### src/rtl/adder_share_seq_pkg.sv
// Shared types and constants for the two-requester shared-adder sequencer.
package adder_share_seq_pkg;

   localparam int unsigned WORD_W  = 16;
   localparam int unsigned NUM_REQ = 2;

   typedef enum logic {
      IDLE,
      LOCKED
   } state_e;

   typedef struct packed {
      logic              id;
      logic [WORD_W-1:0] sum;
      logic              last;
      logic              cout;
      logic              ovf;
      logic              err;
   } rsp_t;

endpackage

### src/rtl/adder_share_seq_rr_arb2.sv
// Two-requester round-robin arbiter with transaction lock; produces a one-hot grant.
module rr_arb2
   import adder_share_seq_pkg::*;
(
   input  logic [NUM_REQ-1:0] i_valid,
   input  logic               i_rr,
   input  logic               i_lock,
   input  logic               i_owner,
   output logic [NUM_REQ-1:0] o_grant
);

   always_comb begin
      o_grant = '0;
      if (i_lock) begin
         // Only the owner may proceed; a bubble from the owner grants nobody.
         o_grant[i_owner] = i_valid[i_owner];
      end else if (&i_valid) begin
         o_grant[i_rr] = 1'b1;
      end else begin
         o_grant = i_valid;
      end
   end

endmodule

### src/rtl/adder_share_seq.sv
// Shares one external combinational adder between two multi-word requesters,
// chaining carry across words and registering each sum on a valid/ready port.
module adder_share_seq
   import adder_share_seq_pkg::*;
#(
   parameter int unsigned MAX_WORDS = 8
) (
   input  logic                 i_clk,
   input  logic                 i_rst_n,
   input  logic [NUM_REQ-1:0]   i_req_valid,
   output logic [NUM_REQ-1:0]   o_req_ready,
   input  logic [WORD_W-1:0]    i_req_a0,
   input  logic [WORD_W-1:0]    i_req_a1,
   input  logic [WORD_W-1:0]    i_req_b0,
   input  logic [WORD_W-1:0]    i_req_b1,
   input  logic [NUM_REQ-1:0]   i_req_last,
   output logic [WORD_W-1:0]    o_add_a,
   output logic [WORD_W-1:0]    o_add_b,
   output logic                 o_add_cin,
   input  logic [WORD_W-1:0]    i_add_sum,
   input  logic                 i_add_cout,
   output logic                 o_rsp_valid,
   input  logic                 i_rsp_ready,
   output logic                 o_rsp_id,
   output logic [WORD_W-1:0]    o_rsp_sum,
   output logic                 o_rsp_last,
   output logic                 o_rsp_cout,
   output logic                 o_rsp_ovf,
   output logic                 o_rsp_err
);

   localparam logic [7:0] LastCnt = 8'(MAX_WORDS - 1);

   state_e     r_state, w_state_nxt;
   logic       r_owner, w_owner_nxt;
   logic       r_rr, w_rr_nxt;
   logic       r_carry, w_carry_nxt;
   logic [7:0] r_wcnt, w_wcnt_nxt;
   logic       r_rsp_valid, w_rsp_valid_nxt;
   rsp_t       r_rsp, w_rsp_nxt;

   logic [NUM_REQ-1:0] w_arb_gnt;
   logic [NUM_REQ-1:0] w_gnt;
   logic               w_space;
   logic               w_any_gnt;
   logic               w_acc;
   logic               w_sel;
   logic [WORD_W-1:0]  w_a;
   logic [WORD_W-1:0]  w_b;
   logic               w_last_eff;

   rr_arb2 u_arb (
      .i_valid (i_req_valid),
      .i_rr    (r_rr),
      .i_lock  (r_state == LOCKED),
      .i_owner (r_owner),
      .o_grant (w_arb_gnt)
   );

   // Gating with reset keeps every output quiet while rst_n is held low.
   assign w_gnt       = w_arb_gnt & {NUM_REQ{i_rst_n}};
   assign w_space     = !r_rsp_valid || i_rsp_ready;
   assign o_req_ready = w_gnt & {NUM_REQ{w_space}};
   assign w_any_gnt   = |w_gnt;
   assign w_acc       = |o_req_ready;
   assign w_sel       = w_gnt[1];

   assign w_a = w_sel ? i_req_a1 : i_req_a0;
   assign w_b = w_sel ? i_req_b1 : i_req_b0;

   assign o_add_a   = w_any_gnt ? w_a : '0;
   assign o_add_b   = w_any_gnt ? w_b : '0;
   assign o_add_cin = w_any_gnt && (r_state == LOCKED) && r_carry;

   assign w_last_eff = i_req_last[w_sel] || (r_wcnt == LastCnt);

   always_comb begin
      w_state_nxt     = r_state;
      w_owner_nxt     = r_owner;
      w_rr_nxt        = r_rr;
      w_carry_nxt     = r_carry;
      w_wcnt_nxt      = r_wcnt;
      w_rsp_valid_nxt = r_rsp_valid;
      w_rsp_nxt       = r_rsp;

      if (w_acc) begin
         w_rsp_valid_nxt = 1'b1;
         w_rsp_nxt.id    = w_sel;
         w_rsp_nxt.sum   = i_add_sum;
         w_rsp_nxt.last  = w_last_eff;
         w_rsp_nxt.cout  = i_add_cout;
         w_rsp_nxt.ovf   = (w_a[WORD_W-1] == w_b[WORD_W-1]) &&
                           (i_add_sum[WORD_W-1] != w_a[WORD_W-1]);
         w_rsp_nxt.err   = w_last_eff && !i_req_last[w_sel];
         if (w_last_eff) begin
            w_state_nxt = IDLE;
            w_carry_nxt = 1'b0;
            w_wcnt_nxt  = '0;
            w_rr_nxt    = ~w_sel;
         end else begin
            w_state_nxt = LOCKED;
            w_owner_nxt = w_sel;
            w_carry_nxt = i_add_cout;
            w_wcnt_nxt  = r_wcnt + 8'd1;
         end
      end else if (i_rsp_ready) begin
         w_rsp_valid_nxt = 1'b0;
      end
   end

   always_ff @(posedge i_clk or negedge i_rst_n) begin
      if (!i_rst_n) begin
         r_state     <= IDLE;
         r_owner     <= 1'b0;
         r_rr        <= 1'b0;
         r_carry     <= 1'b0;
         r_wcnt      <= '0;
         r_rsp_valid <= 1'b0;
         r_rsp       <= '0;
      end else begin
         r_state     <= w_state_nxt;
         r_owner     <= w_owner_nxt;
         r_rr        <= w_rr_nxt;
         r_carry     <= w_carry_nxt;
         r_wcnt      <= w_wcnt_nxt;
         r_rsp_valid <= w_rsp_valid_nxt;
         r_rsp       <= w_rsp_nxt;
      end
   end

   assign o_rsp_valid = r_rsp_valid;
   assign o_rsp_id    = r_rsp.id;
   assign o_rsp_sum   = r_rsp.sum;
   assign o_rsp_last  = r_rsp.last;
   assign o_rsp_cout  = r_rsp.cout;
   assign o_rsp_ovf   = r_rsp.ovf;
   assign o_rsp_err   = r_rsp.err;

endmodule

### config.mk
export PLATFORM = sky130hd
export DESIGN_NAME = adder_share_seq
export DESIGN_NICKNAME = d
export VERILOG_FILES = /design/src/rtl/adder_share_seq_pkg.sv /design/src/rtl/adder_share_seq_rr_arb2.sv /design/src/rtl/adder_share_seq.sv
export SDC_FILE = /design/constraint.sdc
export NUM_CORES = 1
export LEC_CHECK = 0
export BUFFER_PORTS_ARGS = -buffer_cell sky130_fd_sc_hd__buf_2
export CAP_MARGIN = 20
export CORE_MARGIN = 2
export CORE_UTILIZATION = 30
export DETAILED_ROUTE_END_ITERATION = 12
export MAX_ROUTING_LAYER = met4
export SLEW_MARGIN = 30
export SYNTH_ARGS = -nofsm -noshare
export SYNTH_HDL_FRONTEND = slang
export SYNTH_HIERARCHICAL = 1
export SYNTH_SLANG_ARGS = --single-unit
export TNS_END_PERCENT = 100
### constraint.sdc
create_clock -name i_clk -period 4.1 [get_ports i_clk]
set_input_delay 0.615 -clock i_clk [delete_from_list [all_inputs] [get_ports i_clk]]
set_output_delay 0.615 -clock i_clk [all_outputs]
set_load 0.01 [all_outputs]
-- Word-level counts from Yosys, hierarchy flattened
Index checks and enable logic that the tools add are counted.
- eq/ne operators: 3
- mux-type cells: 19
- order comparisons: 5
- reduce and logical (&&, ||, !) cells: 16
- add/subtract/negate cells: 1
- bitwise logic cells: 5
- operators with widths (kind ; number):
    16-bit two-way mux ; 4
    1-bit two-way mux ; 10
    8-bit by 1-bit adder with 8-bit output, second input constant ; 1
    8-bit by 3-bit == test with 1-bit output, second input constant ; 1
    8-bit two-way mux ; 1
    2-bit AND ; 3
    1-bit logical AND ; 6
    1-bit by 2-bit less-than comparator with 1-bit output, second input constant ; 3
    2-bit AND reduction ; 3
    2-bit two-way mux ; 2
    2-bit OR reduction ; 2
    1-bit demux with 1-bit select ; 2
    1-bit greater-or-equal comparator, second input constant ; 2
    1-bit logical NOT ; 2
    1-bit logical OR ; 2
    1-bit inverter ; 2
    2-bit nonzero test ; 1
    1-bit == test ; 1
    1-bit inequality test ; 1
- register bits after elaboration: 34
- word-level logic and storage cells: 61

-- Logic depth before layout (Yosys ltp)
Gate-level depths: netlist (run 1).
- depth in word-level cells: 12
- gate-level depth with buffers: 8
- depth with buffers taken out: 6

-- Hierarchy
Netlist (run 1), hierarchy kept.
- by module, submodules not included (module ; area each (sq um) ; cells an instance ; times used):
    adder_share_seq ; 1941.9 ; 266 ; 1
    rr_arb2 ; 36.3 ; 5 ; 1

-- Worst setup path after synthesis (run 1)
Ideal clock, no wire load.
- path kind: input port to output port
- start point: input i_req_valid[0]
- end point: output o_add_cin
- stages on the path: 6
- path buffers: 2
- arrival time: 1.904 ns
- path slack: 1.581 ns
- cells stage by stage: inv_1 o311a_2 o21ai_0 clkbuf_1 clkbuf_1 nor2_1
- word-level cells in the longest chain between the ends: 8
- elaborated cells between the ends (all ways): 10
- classes of those cells: mux (4); bitwise (2); reduce/logical (4)
- RTL lines (what ; line ; RTL):
    start: declaration ; adder_share_seq.sv:10 ; input logic [NUM_REQ-1:0] i_req_valid,
    1-bit two-way mux (not written as such) (2 in a row) ; adder_share_seq_rr_arb2.sv:16 ; o_grant[i_owner] = i_valid[i_owner];
    2-bit AND (no line) ; -- ;
    2-bit two-way mux (*) ; adder_share_seq_rr_arb2.sv:14 ; if (i_lock) begin
    net w_arb_gnt[1] ; adder_share_seq.sv:42 ; logic [NUM_REQ-1:0] w_arb_gnt;
    2-bit AND (*) ; adder_share_seq.sv:61 ; assign w_gnt = w_arb_gnt & {NUM_REQ{i_rst_n}};
    2-bit OR reduction (*) ; adder_share_seq.sv:64 ; assign w_any_gnt = |w_gnt;
    1-bit logical AND (*) (2 in a row) ; adder_share_seq.sv:73 ; assign o_add_cin = w_any_gnt && (r_state == LOCKED) && r_carry;
    end: declaration ; adder_share_seq.sv:19 ; output logic o_add_cin,
The timed path passes the listed nets; every way through them passes the cells marked *. The select of a mux whose other input is x is not followed.

-- Final worst setup path (run 1)
- start point: register r_state
- end point: output o_add_a[11]
- word-level cells in the longest chain between the ends: 4
- elaborated cells between the ends (all ways): 5
- classes of those cells: mux (3); bitwise (1); reduce/logical (1)
- RTL lines (what ; line ; RTL):
    start: declaration ; adder_share_seq.sv:34 ; state_e r_state, w_state_nxt;
    start signal: assignment ; adder_share_seq.sv:121 ; r_state <= w_state_nxt;
    2-bit two-way mux (*) ; adder_share_seq_rr_arb2.sv:14 ;
    net w_arb_gnt[1] ; adder_share_seq.sv:42 ;
    2-bit AND (*) ; adder_share_seq.sv:61 ;
    16-bit two-way mux or 2-bit OR reduction (tied branches) ; adder_share_seq.sv:68, adder_share_seq.sv:64 ;
    16-bit two-way mux (*) ; adder_share_seq.sv:71 ; assign o_add_a = w_any_gnt ? w_a : '0;
    end: declaration ; adder_share_seq.sv:17 ; output logic [WORD_W-1:0] o_add_a,
The timed path passes the listed nets; every way through them passes the cells marked *.

==> results of run 1 <==
-- worst max-delay path, stage by stage, from the launching register on --
cell and delay (ps):
dfrtp_1 440, nand2b_1 110, o311a_2 220, and2_1 480, buf_4 350, nand2_1 110
a21oi_1 120, buf_2 140
-- kinds of logic (layout without fill, tap and decap cells) --
kind of cell / Yosys count / in the layout / synth area share [%]
mux: 2 / 2 / 1.708
flops: 34 / 34 / 43.01
simple gates: 158 / 158 / 32.95
compound gates: 51 / 51 / 15.75
xor+xnor: 4 / 4 / 1.771
fa+ha+maj: 1 / 1 / 0.6324
buf+inv: 21 / 162 / 4.175
-- layout make-up --
cell class / count / area [sq um]
Sequential cell: 34 / 850.8
Clock buffer: 6 / 82.58
Clock inverter: 1 / 30.03
Multi-Input combinational cell: 216 / 1049
Inverter: 5 / 18.77
Fill cell: 654 / 3457
Tap cell: 77 / 96.34
Timing Repair Buffer: 150 / 765.7
-- stage by stage --
step / instances / power [mW] / setup slack, ps / hold slack [ps] / cell area (sq um)
after floorplan: 271 / 0.9464 / 1581 / 319.4 / 1978
after global placement: 482 / 1.229 / 1295 / 455.0 / 2780
after detailed placement: 482 / 1.240 / 1256 / 458.0 / 2780
after CTS: 489 / 1.558 / 1184 / 416.6 / 2893
after global routing: 489 / 1.649 / 966.9 / 439.0 / 2893
final: 489 / 1.531 / 1233 / 406.1 / 2893
-- cells in the mapped netlist, drive strengths merged --
cell	number	area share, %
o22ai	3	0.95
nand3	3	1.0
clkbuf	8	1.5
xor2	2	0.89
mux2	1	0.57
ha	1	0.63
nor4	2	0.63
dfrtp	34	43
nor2b	2	0.63
and3	2	0.63
a31oi	1	0.32
or4	1	0.38
xnor2	2	0.89
mux2i	1	1.1
nand2	131	25
nand2b	3	0.95
buf	8	1.7
a221oi	1	0.44
o21a	1	0.38
o311a	2	1.1
a21oi	34	9.2
o21ai	5	1.3
nand4	2	0.63
o2111a	1	0.57
and2	2	0.63
or3	3	1.3
o31ai	1	0.38
a2bb2oi	1	0.76
nor2	7	1.3
inv	5	0.95
a311oi	1	0.44
-- metal layers --
| layer | share of wire [%] | up-vias | GRT usage [%] |
|---|---|---|---|
| met5 | 0 | - | - |
| met2 | 51 | 91 | 30.61 |
| met4 | 0.80 | 0 | 4.329 |
| li1 | - | 1167 | - |
| met3 | 7.5 | 4 | 3.599 |
| met1 | 41 | 1026 | 19.50 |
-- power by group through the flow --
stage               sequential (mW)  clock [mW]  combinational (mW)
detailed placement            0.554           0               0.686
global placement              0.554           0               0.675
floorplan                     0.599           0               0.347
CTS                           0.552       0.322               0.684
global route                  0.571       0.333               0.744
finish                        0.551       0.311               0.670
-- worst max-delay path by stage --
stage | startpoint | to | slack, ps | cells past startpoint
after detailed placement | i_req_valid[0] | o_add_a[15] | 1260 | 8
after global placement | i_req_valid[0] | o_add_a[11] | 1300 | 8
after floorplan | i_req_valid[0] | o_add_cin | 1580 | 6
after global routing | r_state | o_add_b[10] | 970 | 7
after CTS | r_state | o_add_a[11] | 1180 | 7
final | r_state | o_add_a[11] | 1230 | 7
==> summary.txt, run 1 <==
Status
  • Outcome: finished, final reports clean

Pwr
  • Combinational Power Share: 43.7%
  • Int Pwr: 939.3 uW
  • Sequential fraction of design power: 36.0%
  • Pwr per Cell Area: 529.2 nW/um^2
  • VDD IR-drop max: 286.3 uV
  • Clock Power Share: 20.3%
  • Sw frac: 38.65%
  • Sw power: 591.7 uW
  • Leak Pwr: 1.641 nW

Critical path
  • Critical Path AT: 2250 ps
  • Crit-path max FO: 23
  • Crit. End Element: output pin
  • Crit path kind: reg -> out
  • R2r setup slk: 1780 ps
  • Crit Reg-Reg Startpoint: r_state
  • Worst Reg-to-Reg Cells: 6
  • R2r endpoint: r_owner
  • Req. time, crit path: 3480 ps
  • Crit path launch type: flip-flop

Floorplan
  • DIE AREA: 7259 sq um
  • CORE AREA: 6350 sq um
  • I/O pins: 145
  • Die width: 85.20 um
  • Initial Util: 31.15%
  • Row count: 29
  • Die Y: 85.20 um

GRT
  • Vias in the first global route: 2053
  • Global-route wire length before repair: 9742 um
  • Grt ovf: 0
  • Total GRT Usage: 17.15%
  • Initial antenna violation count: 0
  • Pin count of the biggest net entering global routing: 40

Place
  • Dpl hpwl: 4726 um
  • Port bufs: 144
  • Gpl congestion: 0.8229

Routing
  • DR WL/cell: 12.85 um
  • Final ANT Viol Nets: 0
  • Routed WL: 6284 um
  • Iter 0 DRT Violations: 62
  • # DRC: 0
  • Drt first pass iters: 4
  • DR vias/cell: 4.679
  • Total number of vias: 2288

Clock tree
  • H-tree depth: 2
  • CTS tree: done
  • CTS resizes: 0
  • # hold bufs at CTS: 0
  • Max Buffers Root-to-Sink: 2
  • Root Driver: clkbuf_8
  • Setup Buffers After CTS: 0
  • Sink Count: 34
  • Clock transition at the registers of the reported paths: 70 ps
  • Clock Latency Late Sink: 280 ps
  • CTS Buf Count: 5

Cells and area
  • Area growth from synthesis to layout: 46.24%
  • Antenna Cells: 0
  • Most common cell after layout, fill and taps aside: buf_2
  • Most frequent cells in the layout: buf_2 (144), nand2_1 (131), dfrtp_1 (34), a21oi_1 (33), nor2_1 (7)
  • Nets: 501
  • Layout cells sized above 1: 40.05%
  • Post-Route Utilization: 45.56%
  • Max reg flops: 16

STA
  • Fmax: 0.3488 GHz
  • Final hold violations: 0
  • Unrepaired setup endpoints after global routing: false
  • Worst slew pin tran: 546.3 ps
  • Post-route clock skew: 5.986 ps
  • Setup TNS Final: 0 ps
  • Tcrit/Tclk final: 69.92%
  • Post-layout min period: 2867 ps
  • Setup violators final: 0
  • Pins Over Slew Limit: 0
  • Slew HR: 63.58%

Logic synthesis
  • Unique masters post-synth: 38
  • Mapped Cells: 271
  • Syn nets: 360
  • Synthesized area: 1978 sq um
  • Synth warnings: 6
  • Synth Register Bits: 34
  • Register area share after synthesis: 43.01%
  • Avg Inst Size Synth: 7.299 sq um

Job
  • Max-cap viol count: 0

Worst hold path
  • Min-Delay Path Class: in -> async
Note: power is estimated with default switching activity, not from simulation.
==> inputs of run 2 (changes only) <==
==> constraint.sdc (replaced) <==
create_clock -name i_clk -period 2.6 [get_ports i_clk]
set_input_delay 0.39 -clock i_clk [delete_from_list [all_inputs] [get_ports i_clk]]
set_output_delay 0.39 -clock i_clk [all_outputs]
set_load 0.01 [all_outputs]
==> summary.txt, run 2 (same netlist as run 1, synthesis figures left out) <==
Critical path
  • Crit. End Element: output pin
  • R2r endpoint: o_rsp_ovf
  • Critical Path AT: 2030 ps (-220 ps)
  • Worst Reg-to-Reg Cells: 6 (unchanged)
  • Crit path launch type: flip-flop
  • Crit Reg-Reg Startpoint: r_rr
  • Req. time, crit path: 2210 ps (-1270 ps)
  • R2r setup slk: 520 ps (-1260 ps)
  • Crit-path max FO: 34 (+48%)
  • Crit path kind: reg -> out

STA
  • Unrepaired setup endpoints after global routing: false
  • Worst slew pin tran: 510.0 ps (-36.38 ps)
  • Fmax: 0.4124 GHz
  • Setup violators final: 0 (unchanged)
  • Final hold violations: 0 (unchanged)
  • Setup TNS Final: 0 ps (unchanged)
  • Pins Over Slew Limit: 0 (unchanged)
  • Post-route clock skew: 4.453 ps (-1.533 ps)
  • Slew HR: 66.00% (+2.4 points)
  • Tcrit/Tclk final: 93.26%
  • Post-layout min period: 2425 ps

Floorplan
  • Die Y: 85.20 um (unchanged)
  • I/O pins: 145 (unchanged)
  • Row count: 29 (unchanged)
  • DIE AREA: 7259 sq um (unchanged)
  • CORE AREA: 6350 sq um (unchanged)
  • Die width: 85.20 um (unchanged)
  • Initial Util: 31.15% (unchanged)

Clock tree
  • CTS Buf Count: 5 (unchanged)
  • H-tree depth: 2 (unchanged)
  • CTS tree: done
  • Clock transition at the registers of the reported paths: 70 ps (about the same)
  • Setup Buffers After CTS: 0 (unchanged)
  • CTS resizes: 0 (unchanged)
  • Max Buffers Root-to-Sink: 2 (unchanged)
  • Root Driver: clkbuf_8
  • Clock Latency Late Sink: 280 ps (about the same)
  • Sink Count: 34 (unchanged)
  • # hold bufs at CTS: 0 (unchanged)

Status
  • Outcome: finished, final reports clean

Routing
  • DR vias/cell: 4.704 (+0.54%)
  • Total number of vias: 2305 (+0.74%)
  • Final ANT Viol Nets: 0 (unchanged)
  • DR WL/cell: 13.27 um (+3.2%)
  • Drt first pass iters: 4 (unchanged)
  • Routed WL: 6501 um (+3.5%)
  • # DRC: 0 (unchanged)
  • Iter 0 DRT Violations: 68 (+9.7%)

Place
  • Dpl hpwl: 4999 um (+5.8%)
  • Area after DPL: 2800 sq um (+0.72%)
  • Port bufs: 144 (unchanged)
  • Gpl congestion: 0.8002 (-2.8%)

Cells and area
  • Most common cell after layout, fill and taps aside: buf_2
  • Nets: 502 (+0.20%)
  • Post-route design area: 2879 sq um (-0.48%)
  • Antenna Cells: 0 (unchanged)
  • Max reg flops: 16 (unchanged)
  • Area of the multi-input gates: 1049 sq um (unchanged)
  • # fillers: 695 (+6.3%)
  • Area growth from synthesis to layout: 45.54%
  • FF/Latch Area: 850.8 sq um (unchanged)
  • Layout cells sized above 1: 40.19% (+0.15 points)
  • Most frequent cells in the layout: buf_2 (144), nand2_1 (131), dfrtp_1 (34), a21oi_1 (33), nor2_1 (7)

Pwr
  • VDD IR-drop max: 471.2 uV (+65%)
  • Leak Pwr: 1.638 nW (-0.17%)
  • Pwr per Cell Area: 801.0 nW/um^2 (+51%)
  • Overall Power: 2.306 mW (+51%)

GRT
  • Global-route wire length before repair: 10500 um (+7.8%)
  • Vias in the first global route: 2136 (+4.0%)
  • Initial antenna violation count: 0 (unchanged)
  • Pin count of the biggest net entering global routing: 36 (-10%)
  • Total GRT Usage: 18.21% (+1.1 points)
  • Grt ovf: 0 (unchanged)

Worst hold path
  • Min-Delay Path Class: in -> async

Job
  • Max-cap viol count: 0 (unchanged)
-- run 2: cell count changes in the layout (fill, tap and decap cells not counted), sizes merged --
cell    delta
clkbuf     -1
clkinv     +2
bufinv     -1
buf        +1
-- run 2: layout make-up --
class	count	share of cell area, %
timing repair buffer	151	27.29
clock buffer	5	2.390
inverter	5	0.6519
sequential	34	29.55
tap	77	3.346
multi-input combinational	216	36.42
clock inverter	2	0.3477
-- run 2: per-stage QoR --
| step | util [%] | hold WS [ps] | cells | setup WS, ps |
|---|---|---|---|---|
| 6_report | 45.34 | 122.4 | 490 | 175.2 |
| 3_3_place_gp | 44.10 | 422.9 | 483 | 361.6 |
| 2_1_floorplan | - | 94.41 | 271 | 530.8 |
| 3_5_place_dp | 44.10 | 438.4 | 483 | 339.8 |
| 5_1_grt | 45.34 | 128.9 | 490 | 39.86 |
| 4_1_cts | 45.34 | 127.1 | 490 | 152.5 |
-- run 2: worst max-delay path by stage --
stage	slack, ps	startpoint	cells past startpoint	endpoint
after global placement	360	i_req_valid[1]	7	o_add_cin
after floorplan	530	i_req_valid[0]	6	o_add_cin
after CTS	150	r_state	7	o_add_a[15]
after detailed placement	340	i_req_valid[1]	7	o_add_cin
final	180	r_state	7	o_add_a[15]
after global routing	40	r_state	7	o_add_a[8]
-- run 2: where the power goes --
group          total [mW]  internal (mW)  switching [mW]  leakage (nW)
sequential          0.865          0.741           0.124         0.430
clock               0.369          0.180           0.189        0.0438
combinational        1.07          0.444           0.628          1.16
-- run 2: critical path, stage by stage, from the launching register on --
cell and delay [ps]:
dfrtp_1 430, nand2b_1 90, o311a_2 220, and2_1 250
buf_4 350, nand2_1 90, a21oi_1 160, buf_2 160
-- run 2: routing by layer --
| metal | GRT usage, % | up-vias | wire length (um) | part of all wire (%) |
|---|---|---|---|---|
| met2 | 31.11 | 95 | 3236 | 50 |
| met5 | - | - | 0 | 0 |
| met4 | 4.618 | 0 | 72 | 1.1 |
| li1 | - | 1167 | - | - |
| met1 | 22.05 | 1036 | 2702 | 42 |
| met3 | 3.599 | 7 | 490 | 7.5 |
==> inputs of run 3 (changes only) <==
--- a/config.mk
+++ b/config.mk
@@ -14,6 +14,5 @@
 export SLEW_MARGIN = 30
 export SYNTH_ARGS = -nofsm -noshare
 export SYNTH_HDL_FRONTEND = slang
-export SYNTH_HIERARCHICAL = 1
 export SYNTH_SLANG_ARGS = --single-unit
 export TNS_END_PERCENT = 100
==> summary.txt, run 3 <==
Status
  • Outcome: finished, final reports clean

Cells and area
  • Antenna Cells: 0 (unchanged)
  • Area of the multi-input gates: 1120 sq um (+6.8%)
  • # fillers: 704 (+1.3%)
  • Nets: 512 (+2.0%)
  • Max reg flops: 16 (unchanged)
  • FF/Latch Area: 850.8 sq um (unchanged)
  • Most common cell after layout, fill and taps aside: buf_2
  • Area growth from synthesis to layout: 44.92%
  • Layout cells sized above 1: 40.33% (+0.14 points)
  • Most frequent cells in the layout: buf_2 (144), nand2_1 (136), dfrtp_1 (34), a21oi_1 (32), o21ai_0 (8)

Routing
  • Routed WL: 6473 um (-0.43%)
  • DR WL/cell: 12.84 um (-3.2%)
  • Total number of vias: 2422 (+5.1%)
  • Drt first pass iters: 4 (unchanged)
  • Final ANT Viol Nets: 0 (unchanged)
  • # DRC: 0 (unchanged)
  • DR vias/cell: 4.806 (+2.2%)
  • Iter 0 DRT Violations: 116 (+71%)

Critical path
  • Slowest CP cell: dfrtp_1
  • Worst Reg-to-Reg Cells: 4 (-2)
  • Crit-path max cell delay: 430 ps (about the same)
  • Crit. End Element: output pin
  • Crit-path max FO: 33 (-2.9%)
  • Crit path kind: reg -> out
  • Req. time, crit path: 2210 ps (about the same)
  • CP cell instances: nor3b_2 > or3_1 > buf_4 > nand2_1 > a21oi_1 > buf_2
  • Critical Path AT: 2100 ps (+70 ps)
  • Crit path launch type: flip-flop

STA
  • Final hold violations: 0 (unchanged)
  • Fmax: 0.4010 GHz (-2.8%)
  • Post-route clock skew: 10.04 ps (+5.584 ps)
  • Tcrit/Tclk final: 95.91% (+2.7 points)
  • Worst slew pin tran: 470.7 ps (-39.29 ps)
  • Unrepaired setup endpoints after global routing: false
  • Post-layout min period: 2494 ps (+68.96 ps)
  • Setup violators final: 0 (unchanged)
  • Setup TNS Final: 0 ps (unchanged)
  • Pins Over Slew Limit: 0 (unchanged)
  • Slew HR: 68.34% (+2.3 points)

GRT
  • Global-route wire length before repair: 9853 um (-6.2%)
  • Vias in the first global route: 2089 (-2.2%)
  • Total GRT Usage: 17.12% (-1.1 points)
  • Grt ovf: 0 (unchanged)
  • Pin count of the biggest net entering global routing: 35 (-2.8%)
  • Initial antenna violation count: 0 (unchanged)

Logic synthesis
  • Mapped Cells: 281 (+3.7%)
  • Post-synth top area cell: dfrtp_1
  • Share of the synthesized area in the top cell type: 41.62% (-1.4 points)
  • Register area share after synthesis: 41.62% (-1.4 points)
  • Number of flops mapped to enable cells by yosys: 0 (unchanged)
  • Post-synth ARST share: 100.0% (unchanged)
  • Synth warnings: 0 (-6)
  • Avg Inst Size Synth: 7.276 sq um (-0.33%)
  • Syn nets: 370 (+2.8%)
  • Synthesized area: 2044 sq um (+3.4%)
  • Predominant post-synthesis flop cell: dfrtp_1
  • Synth Register Bits: 34 (unchanged)
  • Top post-synthesis cells by area: dfrtp_1 (42%), nand2_1 (25%), a21oi_1 (7.8%)
  • Unique masters post-synth: 36 (-5.3%)
  • Synth cell count leaders: nand2_1 (136), dfrtp_1 (34), a21oi_1 (32)
  • Most frequent cell after synthesis: nand2_1

Pwr
  • Leak Pwr: 1.631 nW (-0.47%)
  • Overall Power: 2.278 mW (-1.2%)
  • VDD IR-drop max: 411.7 uV (-13%)
  • Pwr per Cell Area: 768.8 nW/um^2 (-4.0%)

Floorplan
  • DIE AREA: 7491 sq um (+3.2%)
  • Initial Util: 30.60% (-0.55 points)
  • Row count: 30 (+3.4%)
  • Die width: 86.55 um (+1.6%)
  • I/O pins: 145 (unchanged)
  • CORE AREA: 6681 sq um (+5.2%)
  • Die Y: 86.55 um (+1.6%)

Worst hold path
  • Min-Delay Path Class: in -> async

Clock tree
  • Max Buffers Root-to-Sink: 2 (unchanged)
  • Clock Latency Late Sink: 290 ps (about the same)
  • Root Driver: clkbuf_8
  • H-tree depth: 2 (unchanged)
  • Setup Buffers After CTS: 0 (unchanged)
  • Clock transition at the registers of the reported paths: 80 ps (about the same)
  • CTS tree: done
  • CTS Buf Count: 5 (unchanged)
  • Sink Count: 34 (unchanged)

Job
  • Max-cap viol count: 0 (unchanged)

Place
  • Gpl congestion: 0.8278 (+3.4%)
  • Port bufs: 144 (unchanged)
  • Dpl hpwl: 4775 um (-4.5%)
[run 3: per-stage QoR]
stage | std cells | utilization, % | hold WS, ps | cell area (sq um) | setup slack (ps)
2_1_floorplan | 281 | - | 94.41 | 2044 | 646.9
3_3_place_gp | 495 | 42.81 | 218.0 | 2860 | 440.6
3_5_place_dp | 495 | 42.81 | 221.0 | 2860 | 395.0
4_1_cts | 504 | 44.31 | 220.2 | 2960 | 97.11
5_1_grt | 504 | 44.34 | 246.0 | 2963 | 34.49
6_report | 504 | 44.34 | 204.1 | 2963 | 106.2
[run 3: final cells by class]
cell class | instances | share of cell area (%)
Clock buffer | 5 | 2.323
Clock inverter | 3 | 0.7179
Inverter | 5 | 0.6334
Multi-Input combinational cell | 225 | 37.80
Sequential cell | 34 | 28.72
Tap cell | 80 | 3.378
Timing Repair Buffer | 152 | 26.44
[run 3: layer usage]
layer / vias up / wire length, um / track usage [%]
met5: - / 0 / -
met4: 0 / 77 / 5.114
met3: 4 / 361 / 3.048
met2: 88 / 3216 / 28.32
met1: 1105 / 2819 / 21.47
li1: 1225 / - / -
[run 3: worst paths after layout]
check	start	end	slack, ps
min in group i_clk	i_add_sum[1]	o_rsp_sum[1]	280
max	r_rr	o_add_a[0]	110
min	i_rst_n	r_state	200
max in group asynchronous	i_rst_n	r_rr	1970
max reg2reg	r_rr	r_wcnt[4]	540
min reg2reg	o_rsp_sum[15]	o_rsp_sum[15]	470
[run 3: timing repair]
action	CTS	global route
resized for setup	0	1
hold buffers	1	0
endpoints found under the hold margin	2	0
setup endpoints to repair	0	2
[run 3: logic make-up (layout without fill, tap and decap cells)]
kind of cell	after synthesis	in the layout	synth area share (%)
buffers and inverters	22	165	4.345
AOI/OAI and AO/OA	60	60	18.42
DFF	34	34	41.62
muxes	1	1	1.102
adders and majority gates	1	1	0.6119
and+or+nand+nor	163	163	33.90
[run 3: critical path: cells and delay by family, from the launching register on]
kind,cells,cell delay [ps]
buffers and inverters,2,470
AOI/OAI and AO/OA,1,190
DFF,1,430
and+or+nand+nor,3,710
[run 3: power by group]
group          total [mW]  internal (mW)  switching (mW)
Sequential          0.890          0.733           0.156
Combinational       0.993          0.412           0.580
Clock               0.396          0.188           0.208
Total                2.28           1.33           0.944
